**src/rtl/param_sync_fifo_if.sv**
```systemverilog
// param_sync_fifo_if: producer/consumer handshake, data and status bundle for param_sync_fifo
interface param_sync_fifo_if #(
   parameter int DATA_W = 8,
   parameter int DEPTH  = 16
);
   localparam int CNT_W = $clog2(DEPTH) + 1;
   logic              wr_en;
   logic [DATA_W-1:0] wr_data;
   logic              rd_en;
   logic [DATA_W-1:0] rd_data;
   logic              rd_valid;
   logic              full;
   logic              empty;
   logic              almost_full;
   logic              almost_empty;
   logic [CNT_W-1:0]  count;
   logic              overflow;
   logic              underflow;
   modport master (
      output wr_en, wr_data, rd_en,
      input  rd_data, rd_valid, full, empty, almost_full, almost_empty, count, overflow, underflow
   );
   modport slave (
      input  wr_en, wr_data, rd_en,
      output rd_data, rd_valid, full, empty, almost_full, almost_empty, count, overflow, underflow
   );
endinterface

```
**src/rtl/param_sync_fifo.sv**
```systemverilog
// param_sync_fifo: single-clock FIFO with registered read port, count-derived flags and error pulses
module param_sync_fifo #(
   parameter int DATA_W    = 8,
   parameter int DEPTH     = 16,
   parameter int AFULL_TH  = 12,
   parameter int AEMPTY_TH = 4
) (
   input logic              clk,
   input logic              rst_n,
   param_sync_fifo_if.slave bus
);
   localparam int PTR_W = $clog2(DEPTH);
   localparam int CNT_W = PTR_W + 1;
   logic [DATA_W-1:0] mem [DEPTH];
   logic [PTR_W-1:0]  wr_ptr, rd_ptr;
   logic              rd_acc, wr_acc;
   logic [CNT_W-1:0]  count_nxt;
   always_comb begin
      rd_acc    = bus.rd_en & ~bus.empty;
      wr_acc    = bus.wr_en & (~bus.full | rd_acc);
      count_nxt = (wr_acc & ~rd_acc) ? bus.count + CNT_W'(1) :
                  (rd_acc & ~wr_acc) ? bus.count - CNT_W'(1) : bus.count;
   end
   // storage is deliberately left out of reset so it maps onto plain SRAM
   always_ff @(posedge clk)
      if (wr_acc) mem[wr_ptr] <= bus.wr_data;
   always_ff @(posedge clk or negedge rst_n) begin
      if (!rst_n) begin
         wr_ptr           <= '0;
         rd_ptr           <= '0;
         bus.count        <= '0;
         bus.empty        <= 1'b1;
         bus.almost_empty <= 1'b1;
         bus.full         <= 1'b0;
         bus.almost_full  <= 1'b0;
         bus.rd_valid     <= 1'b0;
         bus.rd_data      <= '0;
         bus.overflow     <= 1'b0;
         bus.underflow    <= 1'b0;
      end else begin
         if (wr_acc) wr_ptr <= wr_ptr + PTR_W'(1);
         if (rd_acc) begin
            rd_ptr      <= rd_ptr + PTR_W'(1);
            bus.rd_data <= mem[rd_ptr];
         end
         bus.rd_valid     <= rd_acc;
         bus.overflow     <= bus.wr_en & ~wr_acc;
         bus.underflow    <= bus.rd_en & ~rd_acc;
         bus.count        <= count_nxt;
         bus.empty        <= count_nxt == '0;
         bus.full         <= count_nxt == CNT_W'(DEPTH);
         bus.almost_full  <= count_nxt >= CNT_W'(AFULL_TH);
         bus.almost_empty <= count_nxt <= CNT_W'(AEMPTY_TH);
      end
   end
endmodule
```
**src/flat_wrapper.sv**
```systemverilog
// flat-port wrapper written by rule: the top's interface ports become plain ports
module param_sync_fifo_flat 
#(
   parameter int DATA_W    = 8,
   parameter int DEPTH     = 16,
   parameter int AFULL_TH  = 12,
   parameter int AEMPTY_TH = 4
)
  (clk, rst_n, bus_wr_en, bus_wr_data, bus_rd_en, bus_rd_data, bus_rd_valid, bus_full, bus_empty, bus_almost_full, bus_almost_empty, bus_count, bus_overflow, bus_underflow);
  param_sync_fifo_if #(.DATA_W(DATA_W), .DEPTH(DEPTH)) bus_i ();
  input logic clk;
  input logic rst_n;
  input wire logic [$bits(bus_i.wr_en)-1:0] bus_wr_en;
  input wire logic [$bits(bus_i.wr_data)-1:0] bus_wr_data;
  input wire logic [$bits(bus_i.rd_en)-1:0] bus_rd_en;
  output wire logic [$bits(bus_i.rd_data)-1:0] bus_rd_data;
  output wire logic [$bits(bus_i.rd_valid)-1:0] bus_rd_valid;
  output wire logic [$bits(bus_i.full)-1:0] bus_full;
  output wire logic [$bits(bus_i.empty)-1:0] bus_empty;
  output wire logic [$bits(bus_i.almost_full)-1:0] bus_almost_full;
  output wire logic [$bits(bus_i.almost_empty)-1:0] bus_almost_empty;
  output wire logic [$bits(bus_i.count)-1:0] bus_count;
  output wire logic [$bits(bus_i.overflow)-1:0] bus_overflow;
  output wire logic [$bits(bus_i.underflow)-1:0] bus_underflow;
  assign bus_i.wr_en = bus_wr_en;
  assign bus_i.wr_data = bus_wr_data;
  assign bus_i.rd_en = bus_rd_en;
  assign bus_rd_data = bus_i.rd_data;
  assign bus_rd_valid = bus_i.rd_valid;
  assign bus_full = bus_i.full;
  assign bus_empty = bus_i.empty;
  assign bus_almost_full = bus_i.almost_full;
  assign bus_almost_empty = bus_i.almost_empty;
  assign bus_count = bus_i.count;
  assign bus_overflow = bus_i.overflow;
  assign bus_underflow = bus_i.underflow;
  param_sync_fifo #(.DATA_W(DATA_W), .DEPTH(DEPTH), .AFULL_TH(AFULL_TH), .AEMPTY_TH(AEMPTY_TH)) u_core (.clk(clk), .rst_n(rst_n), .bus(bus_i));
endmodule
```
**config.mk**
```make
export PLATFORM = sky130hd
export DESIGN_NAME = param_sync_fifo_flat
export DESIGN_NICKNAME = d
export VERILOG_FILES = /design/src/rtl/param_sync_fifo_if.sv /design/src/rtl/param_sync_fifo.sv /design/src/flat_wrapper.sv
export SDC_FILE = /design/constraint.sdc
export NUM_CORES = 1
export LEC_CHECK = 0
export CAP_MARGIN = 10
export CORE_UTILIZATION = 50
export CTS_CLUSTER_SIZE = 28
export DETAILED_ROUTE_END_ITERATION = 10
export PLACE_DENSITY = 0.79
export SLEW_MARGIN = 25
export SYNTH_ARGS = -nofsm -noshare
export SYNTH_HDL_FRONTEND = slang
export SYNTH_SLANG_ARGS = --single-unit
```
**constraint.sdc**
```tcl
create_clock -name clk -period 6.6 [get_ports clk]
set_clock_uncertainty 0.15 [all_clocks]
set_input_delay 1.65 -clock clk [delete_from_list [all_inputs] [get_ports clk]]
set_output_delay 1.65 -clock clk [all_outputs]
set_load 0.1 [all_outputs]
```
==> summary.txt, run 1 <==
Logic synthesis
  • Number of synthesized flops with an enable pin: 128
  • YS warnings: 0
  • Ys flop type: edfxtp_1
  • Syn Area/Cell: 15.4 um^2
  • Top cells by count, synth: 128 x edfxtp_1, 64 x mux2i_1, 38 x nand2_1
  • Async SR Flop Fraction: 0.179
  • Share of Yosys cell area claimed by the top area cell type: 0.610
  • Post-synth cell types: 43
  • Syn Std Cell Area: 0.00631 mm^2
  • Syn Inst Count: 410
  • Largest cells by area after synthesis: edfxtp_1 61%, dfrtp_1 10%, mux2i_1 10%
  • FF+latch count, synth: 156
  • Post-synthesis sequential area ratio: 0.721
  • Most frequent cell after synthesis: edfxtp_1
  • Cell taking the most area after synthesis: edfxtp_1
  • Mapped Nets: 429

Global route
  • First-pass GRT wire length: 19,300 um
  • Grt met1 use: 0.278
  • Met2 usage: 0.318
  • Vias in the first global route: 3,512
  • GR peak layer: met2
  • Largest net degree at the start of global routing: 68
  • GRT overflow: 0
  • M3 GR Usage: 0.0524
  • Total track usage: 0.207
  • Antenna violations before repair: 0

Layout
  • FILL cells: 871
  • Layout net count: 464
  • Area Growth Syn to Fin: 17.9%
  • Cell Count, Final, Fillers Out: 626
  • Share of cells above drive strength 1: 0.114
  • # diodes: 0

Flow run
  • Max Cap Viol: 0

Routing
  • First drt pass iteration count: 5
  • Vias: 3,553
  • Post-route ant nets: 0
  • Detailed Route WL: 12,300 um
  • # DRC: 0
  • Post-DR vias/cell: 5.68
  • Routed len/inst: 19.7 um
  • Iter 0 DRT Violations: 409

Setup path
  • CP bufs+invs: 1
  • Critical path type: flop to output pin
  • R2r startpoint: u_core.bus.empty
  • CP required: 4.80 ns
  • RR Endpoint: u_core.mem[7][2]
  • CP endpoint kind: output pin
  • Critical path data arrival time: 2.10 ns
  • Worst path max stage delay: 1.13 ns
  • CP Max Fanout: 5
  • Reg2Reg Depth: 5
  • R2R setup slack: 4.14 ns
  • Worst-path cell chain: clkdlybuf4s50_1
  • Stages on the worst setup path: 1
  • Family with the most delay on the worst path: buffers and inverters
  • CP Launch Type: flop
  • Slowest-stage cell, CP: clkdlybuf4s50_1

Place
  • IO buf count: 31
  • Setup slack at placement: 2.18 ns
  • DP HPWL: 7960 um
  • Post-Place Cells: 594
  • GPL Wtd Cong: 0.799

Timing
  • Final setup fails: 0
  • Max-slew violation count: 0
  • Final hold slack: 0.331 ns
  • Fin. Hold Viols: 0
  • Slack of the critical path: 2.70 ns
  • Final setup TNS: 0 ns
  • Period minus WS final: 3.90 ns
  • Worst Tran Pin Value: 0.980 ns
  • RSZ-0062 raised after global routing: no
  • Rel. slew slack: 0.345
  • Final Cycle Share: 0.591
  • FMAX: 0.257 GHz

Floorplanning
  • Die height: 114 um
  • Initial Util: 0.519
  • Die Width: 114 um
  • Num ports: 32
  • Core ar.: 0.0122 mm^2
  • Site Rows: 40
  • Die area: 0.0131 mm^2

Pwr
  • Pleak: 2.70 nW
  • Max VDD drop: 0.236 mV
  • Power per standard cell area: 493 mW/mm^2

Clock network
  • Max clock buf depth: 2
  • CTS Hold Bufs: 0
  • CTS tree: built
  • Root Buffer: clkbuf_16
  • CTS clk-pin slew, worst paths: 0.06 ns
  • Post-CTS setup repair buffer count: 0
  • Clock latency on the worst-skew pair: 0.42 ns
  • CTS H-tree lvls: 4
  • Number of buffers created by CTS: 17
  • Post-CTS Resized: 0
  • CTS Sinks: 156

Worst hold path
  • Hold Crit Class: flop to flop
  • HP Start: u_core.bus.rd_data[7]
  • Worst Hold Path Cells: 2
  • Worst hold endpoint: u_core.bus.rd_data[7]

Status
  • Status: finished clean
-- per-layer routing --
metal / vias up / wire length, um / part of all wire
li1: 1602 / - / -
met1: 1781 / 5330 / 0.43
met2: 143 / 5870 / 0.48
met3: 27 / 754 / 0.061
met4: 0 / 347 / 0.028
met5: - / 0 / 0
-- worst max path at each step --
stage                           from                to  slack (ns)
detailed placement         bus_rd_en  u_core.mem[1][2]        2.18
global route        u_core.bus.empty         bus_empty        2.65
global placement           bus_rd_en  u_core.mem[3][2]        2.31
CTS                        bus_rd_en  u_core.mem[1][6]        2.63
floorplan                  bus_rd_en  u_core.mem[3][0]        3.17
finish              u_core.bus.empty         bus_empty        2.70
-- sequential cells by signal, indices dropped and copies added, names as in the netlist --
name,cells
u_core.bus.almost_empty,1
u_core.bus.almost_full,1
u_core.bus.count,5
u_core.bus.empty,1
u_core.bus.full,1
u_core.bus.overflow,1
u_core.bus.rd_data,8
u_core.bus.rd_valid,1
u_core.bus.underflow,1
u_core.mem,128
u_core.rd_ptr,4
u_core.wr_ptr,4
-- stage by stage --
step | total power [mW] | util | cell area [um^2]
2_1_floorplan | 2.31 | - | 6310
3_3_place_gp | 2.60 | 0.556 | 6770
3_5_place_dp | 2.64 | 0.556 | 6770
4_1_cts | 3.67 | 0.609 | 7410
5_1_grt | 3.82 | 0.611 | 7430
6_report | 3.67 | 0.611 | 7430
-- layout make-up --
cell class,count,area (um^2),share of cell area
Timing Repair Buffer,36,352,0.0473
Sequential cell,156,4550,0.612
Tap cell,168,210,0.0283
Clock buffer,21,450,0.0606
Multi-Input combinational cell,227,1650,0.222
Inverter,7,26.3,0.00353
Clock inverter,11,191,0.0258
-- report_power, final --
part	total, mW	internal, mW	leakage [nW]	switching (mW)
combinational	1.29	0.388	0.905	0.902
sequential	1.34	1.23	1.49	0.111
clock	1.03	0.679	0.305	0.355
total	3.67	2.30	2.70	1.37
-- cells by family after synthesis --
| group | synth area share |
|---|---|
| AND/OR/NAND/NOR | 0.0806 |
| AO/OA/AOI/OAI | 0.0462 |
| buffers and inverters | 0.0204 |
| flip-flops | 0.721 |
| XOR/XNOR | 0.0163 |
| multiplexers | 0.102 |
| adder cells (fa/ha/maj) | 0.0139 |
-- cell usage in the layout, fill, tap and decap left out, drive strengths merged, types with 2 or more instances in the layout --
| cell type | n |
|---|---|
| and4bb | 2 |
| clkdlybuf4s50 | 31 |
| nor2b | 3 |
| dfrtp | 26 |
| clkbuf | 21 |
| xnor2 | 8 |
| a21oi | 16 |
| buf | 5 |
| dfstp | 2 |
| clkinv | 4 |
| xor2 | 2 |
| inv | 7 |
| and2 | 2 |
| nand2 | 38 |
| a22oi | 17 |
| nand2b | 5 |
| edfxtp | 128 |
| bufinv | 5 |
| nor2 | 16 |
| ha | 7 |
| mux2i | 64 |
| nor3 | 6 |
| clkinvlp | 2 |
| nand3 | 27 |
(Power assumes the default switching activity.)
==> run 2: changes to the inputs <==
--- a/config.mk
+++ b/config.mk
@@ -9,7 +9,7 @@
 export CORE_UTILIZATION = 50
 export CTS_CLUSTER_SIZE = 28
 export DETAILED_ROUTE_END_ITERATION = 10
-export PLACE_DENSITY = 0.79
+export PLACE_DENSITY = 0.82
 export SLEW_MARGIN = 25
 export SYNTH_ARGS = -nofsm -noshare
 export SYNTH_HDL_FRONTEND = slang
==> constraint.sdc (replaced) <==
create_clock -name clk -period 3.16 [get_ports clk]
set_clock_uncertainty 0.15 [all_clocks]
set_input_delay 0.79 -clock clk [delete_from_list [all_inputs] [get_ports clk]]
set_output_delay 0.79 -clock clk [all_outputs]
set_load 0.1 [all_outputs]
==> run 2 against run 1 <==
Die area did not move. First-iteration DRC count is 4.2% lower. Global-route usage grew 0.93 points. Power rose by 100%. Hold slack improved by 0.023 ns. Critical path depth rose by 4.
==> summary.txt, run 2 (same netlist as run 1, synthesis figures left out) <==
Timing
  • Final setup TNS: 0 ns
  • Final Cycle Share: 0.811
  • FMAX: 0.390 GHz
  • Period minus WS final: 2.56 ns
  • RSZ-0062 raised after global routing: no
  • Final setup fails: 0
  • Max-slew violation count: 0
  • Rel. slew slack: 0.475
  • Fin. Hold Viols: 0
  • Worst Tran Pin Value: 0.785 ns

Clock network
  • Max clock buf depth: 2
  • Clock latency on the worst-skew pair: 0.42 ns
  • CTS Hold Bufs: 0
  • CTS clk-pin slew, worst paths: 0.06 ns
  • Post-CTS setup repair buffer count: 0
  • CTS tree: built
  • CTS Sinks: 156
  • CTS H-tree lvls: 4
  • Root Buffer: clkbuf_16
  • Post-CTS Resized: 0
  • Number of buffers created by CTS: 17

Place
  • IO buf count: 31
  • GPL Wtd Cong: 0.814
  • DP HPWL: 8350 um

Pwr
  • P_sw: 2.96 mW
  • Sw Share: 0.397
  • Pleak: 2.79 nW
  • Flop pwr share: 0.391
  • Combinational power share: 0.351
  • Cell-internal power: 4.49 mW
  • Max VDD drop: 0.521 mV
  • Power per standard cell area: 1000 mW/mm^2
  • Power share of the clock group: 0.258
  • Tot Pwr: 7.44 mW

Layout
  • # diodes: 0
  • Most common cell after layout, fill and taps aside: edfxtp_1
  • Max reg flops: 128
  • Most frequent cells in the layout: 128 x edfxtp_1, 64 x mux2i_1, 44 x buf_4
  • Top reg by flops: u_core.mem
  • Area Growth Syn to Fin: 17.7%
  • Share of cells above drive strength 1: 0.187
  • Layout net count: 483
  • Largest registers: u_core.mem x128, u_core.bus.rd_data x8, u_core.bus.count x5

Global route
  • Vias in the first global route: 3,669
  • First-pass GRT wire length: 20,300 um
  • GRT overflow: 0
  • Antenna violations before repair: 0
  • Largest net degree at the start of global routing: 39
  • Total track usage: 0.217

Setup path
  • CP required: 3.14 ns
  • CP endpoint kind: flop
  • Critical path data arrival time: 2.54 ns
  • CP Launch Type: input pin
  • CP Max Fanout: 8
  • Critical path type: input pin to flop

Routing
  • Iter 0 DRT Violations: 392
  • First drt pass iteration count: 6
  • Met2 wire length: 6290 um
  • # DRC: 0
  • Post-DR vias/cell: 5.69
  • Vias: 3,671
  • DR top layer: met4
  • Post-route ant nets: 0
  • Detailed Route WL: 12,900 um
  • Metal3 WL: 931 um
  • Met1 wire length: 5440 um
  • Routed len/inst: 20.0 um

Floorplanning
  • Die height: 114 um
  • Die area: 0.0131 mm^2
  • Initial Util: 0.519
  • Core ar.: 0.0122 mm^2
  • Die Width: 114 um
  • Site Rows: 40
  • Num ports: 32

Flow run
  • Max Cap Viol: 0

Status
  • Status: finished clean

Worst hold path
  • Hold Crit Class: flop to flop
[run 2: cell types whose count changed in the layout (fill, tap and decap cells not counted), sizes merged]
cell | previous run | this run
buf | 5 | 44
clkdlybuf4s50 | 31 | 11
inv | 7 | 13
bufinv | 5 | 1
clkbuf | 21 | 17
clkinv | 4 | 5
clkinvlp | 2 | 3
[run 2: layout make-up]
type | instances | area (um^2)
Clock buffer | 17 | 425
Clock inverter | 15 | 138
Fill cell | 833 | 4740
Inverter | 7 | 26.3
Multi-Input combinational cell | 227 | 1630
Sequential cell | 156 | 4550
Tap cell | 168 | 210
Timing Repair Buffer | 55 | 440
[run 2: path summary, 6_finish.rpt]
path / startpoint / end / slack, ns / depth (start not counted)
max: bus_wr_en / u_core.mem[3][2] / 0.60 / 5
min: u_core.bus.rd_data[3] / u_core.bus.rd_data[3] / 0.35 / 2
max reg2reg: u_core.rd_ptr[1] / u_core.bus.rd_data[7] / 0.94 / 5
min reg2reg: u_core.bus.rd_data[3] / u_core.bus.rd_data[3] / 0.35 / 2
max in group asynchronous: rst_n / u_core.rd_ptr[1] / 1.93 / 2
min in group asynchronous: rst_n / u_core.bus.count[2] / 0.61 / 2
[run 2: routing by layer]
layer  global-route usage  vias up
li1                     -     1649
met4                0.102        0
met3               0.0556       16
met2                0.338      174
met1                0.286     1832
met5                    0        -
[run 2: critical path: stages]
cell	delay, ns
clkdlybuf4s50_1	0.59
a21boi_2	0.45
nand2_1	0.28
nor3_1	0.21
buf_4	0.21
[run 2: through the flow]
stage               hold slack, ns  cell area, um^2  instances  worst slack (ns)   util
finish                       0.354             7420        645             0.596  0.610
global route                 0.390             7420        645             0.527  0.610
CTS                          0.355             7420        645             0.661  0.610
detailed placement           0.343             6860        613             0.247  0.564
global placement             0.317             6860        613             0.306  0.564
floorplan                    0.308             6310        410             0.590      -
[run 2: power by group through the flow]
stage | Clock [mW] | Combinational (mW) | Sequential, mW
after floorplan | 0 | 1.31 | 3.52
after global placement | 0 | 2.53 | 2.91
after detailed placement | 0 | 2.59 | 2.94
after CTS | 1.95 | 2.61 | 2.90
after global routing | 2.03 | 2.78 | 2.95
final | 1.92 | 2.61 | 2.91
==> run 3: changes to the inputs <==
==> constraint.sdc (replaced) <==
create_clock -name clk -period 2.2 [get_ports clk]
set_clock_uncertainty 0.15 [all_clocks]
set_input_delay 0.55 -clock clk [delete_from_list [all_inputs] [get_ports clk]]
set_output_delay 0.55 -clock clk [all_outputs]
set_load 0.1 [all_outputs]
==> run 3 against run 2 <==
Non-clock buffer count up 16. Largest cell class unchanged. Design area increased by 6.2%. Setup slack worse by 0.57 ns. Count of clock-buffer cells in the layout rose by 2. Critical path type unchanged. Power increased by 56%. Clock power up 62%. Via count increased by 3.8%. Largest power group is now combinational cells. Die area did not move.
==> summary.txt, run 3 (same netlist as run 1, synthesis figures left out) <==
Status
  • Status: finished clean

Pwr
  • Tot Pwr: 11.6 mW
  • Pleak: 2.98 nW
  • Max VDD drop: 0.635 mV
  • Power per standard cell area: 1470 mW/mm^2

Routing
  • Detailed Route WL: 14,100 um
  • Routed len/inst: 21.3 um
  • Iter 0 DRT Violations: 500
  • Post-route ant nets: 0
  • Vias: 3,812
  • # DRC: 0
  • Post-DR vias/cell: 5.77
  • First drt pass iteration count: 5

Floorplanning
  • Die height: 114 um
  • Initial Util: 0.519
  • Site Rows: 40
  • Die area: 0.0131 mm^2
  • Die Width: 114 um
  • Core ar.: 0.0122 mm^2
  • Num ports: 32

Place
  • DP HPWL: 8680 um
  • Setup slack at placement: -0.298 ns
  • IO buf count: 31
  • Area after DPL: 0.00725 mm^2
  • GPL Wtd Cong: 0.828

Clock network
  • Max clock buf depth: 2
  • Clock latency on the worst-skew pair: 0.42 ns
  • Number of buffers created by CTS: 17
  • CTS clk-pin slew, worst paths: 0.06 ns
  • Post-CTS setup repair buffer count: 0
  • CTS tree: built
  • CTS Sinks: 156
  • CTS H-tree lvls: 4
  • Root Buffer: clkbuf_16

Flow run
  • Max Cap Viol: 0

Global route
  • Vias in the first global route: 3,913
  • Total track usage: 0.234
  • First-pass GRT wire length: 21,600 um
  • Largest net degree at the start of global routing: 41
  • Antenna violations before repair: 0
  • GRT overflow: 0

Layout
  • # diodes: 0
  • Largest registers: u_core.mem x128, u_core.bus.rd_data x8, u_core.bus.count x5
  • Share of cells above drive strength 1: 0.235
  • Area Growth Syn to Fin: 25.0%
  • Layout net count: 499
  • Sequential Area: 0.00455 mm^2
  • Most frequent cells in the layout: 128 x edfxtp_1, 64 x mux2i_1, 41 x buf_4
  • Area of the multi-input gates: 0.00166 mm^2
  • Top reg by flops: u_core.mem
  • FILL cells: 789
  • Post-route cell area: 0.00788 mm^2
  • Most common cell after layout, fill and taps aside: edfxtp_1
  • Final Core Density: 0.648
  • Max reg flops: 128

Setup path
  • CP endpoint kind: flop
  • CP Max Fanout: 8
  • CP Launch Type: input pin
  • Critical path data arrival time: 2.15 ns
  • Critical path type: input pin to flop
  • CP required: 2.18 ns
  • Reg2Reg Depth: 7

Timing
  • Period minus WS final: 2.17 ns
  • Rel. slew slack: 0.706
  • RSZ-0062 raised after global routing: yes
  • Slack of the critical path: 0.0303 ns
  • Final hold slack: 0.365 ns
  • FMAX: 0.461 GHz
  • Max-slew violation count: 0
  • Worst Tran Pin Value: 0.441 ns
  • Final setup fails: 0
  • Fin. Hold Viols: 0
  • Final Cycle Share: 0.986

Worst hold path
  • Hold Crit Class: flop to flop
  • Worst Hold Path Cells: 1
[run 3: stage by stage]
| step | cells | setup TNS, ns |
|---|---|---|
| after global placement | 629 | -24.34 |
| final | 661 | 0 |
| after floorplan | 410 | -3.42 |
| after CTS | 661 | 0 |
| after global routing | 661 | -0.611 |
| after detailed placement | 629 | -33.94 |
[run 3: final timing paths]
kind                                          start                    end  slack (ns)
min in group asynchronous                     rst_n  u_core.bus.rd_data[1]        0.38
worst max-delay path                      bus_rd_en       u_core.mem[2][4]        0.03
max in group asynchronous                     rst_n       u_core.bus.empty        1.20
worst max register to register  u_core.bus.count[0]        u_core.bus.full        0.15
worst min-delay path               u_core.rd_ptr[3]       u_core.rd_ptr[3]        0.37
worst min register to register     u_core.rd_ptr[3]       u_core.rd_ptr[3]        0.37
[run 3: repair_timing]
action | in CTS | in global routing
endpoints found under the setup margin | 0 | 16
hold buffers | 0 | 0
resized for setup | 0 | 1
[run 3: layout make-up]
type	count	area share
Clock inverter	13	0.0241
Tap cell	168	0.0267
Multi-Input combinational cell	227	0.211
Clock buffer	19	0.0562
Timing Repair Buffer	71	0.101
Sequential cell	156	0.578
Inverter	7	0.00333
[run 3: layer usage]
metal | track usage | wire length, um
met2 | 0.389 | 7190
met1 | 0.291 | 5650
met3 | 0.0402 | 809
met4 | 0.139 | 459
met5 | 0 | 0
[run 3: critical path: stages]
cell and delay (ns):
clkdlybuf4s50_1 0.53, nand2b_1 0.14, a21boi_2 0.29, nand2_1 0.25
nor3_2 0.19, buf_4 0.20
[run 3: report_power, final]
group / switching, mW / total (mW) / internal (mW)
sequential: 0.436 / 4.13 / 3.70
combinational: 2.79 / 4.39 / 1.59
clock: 1.16 / 3.11 / 1.94
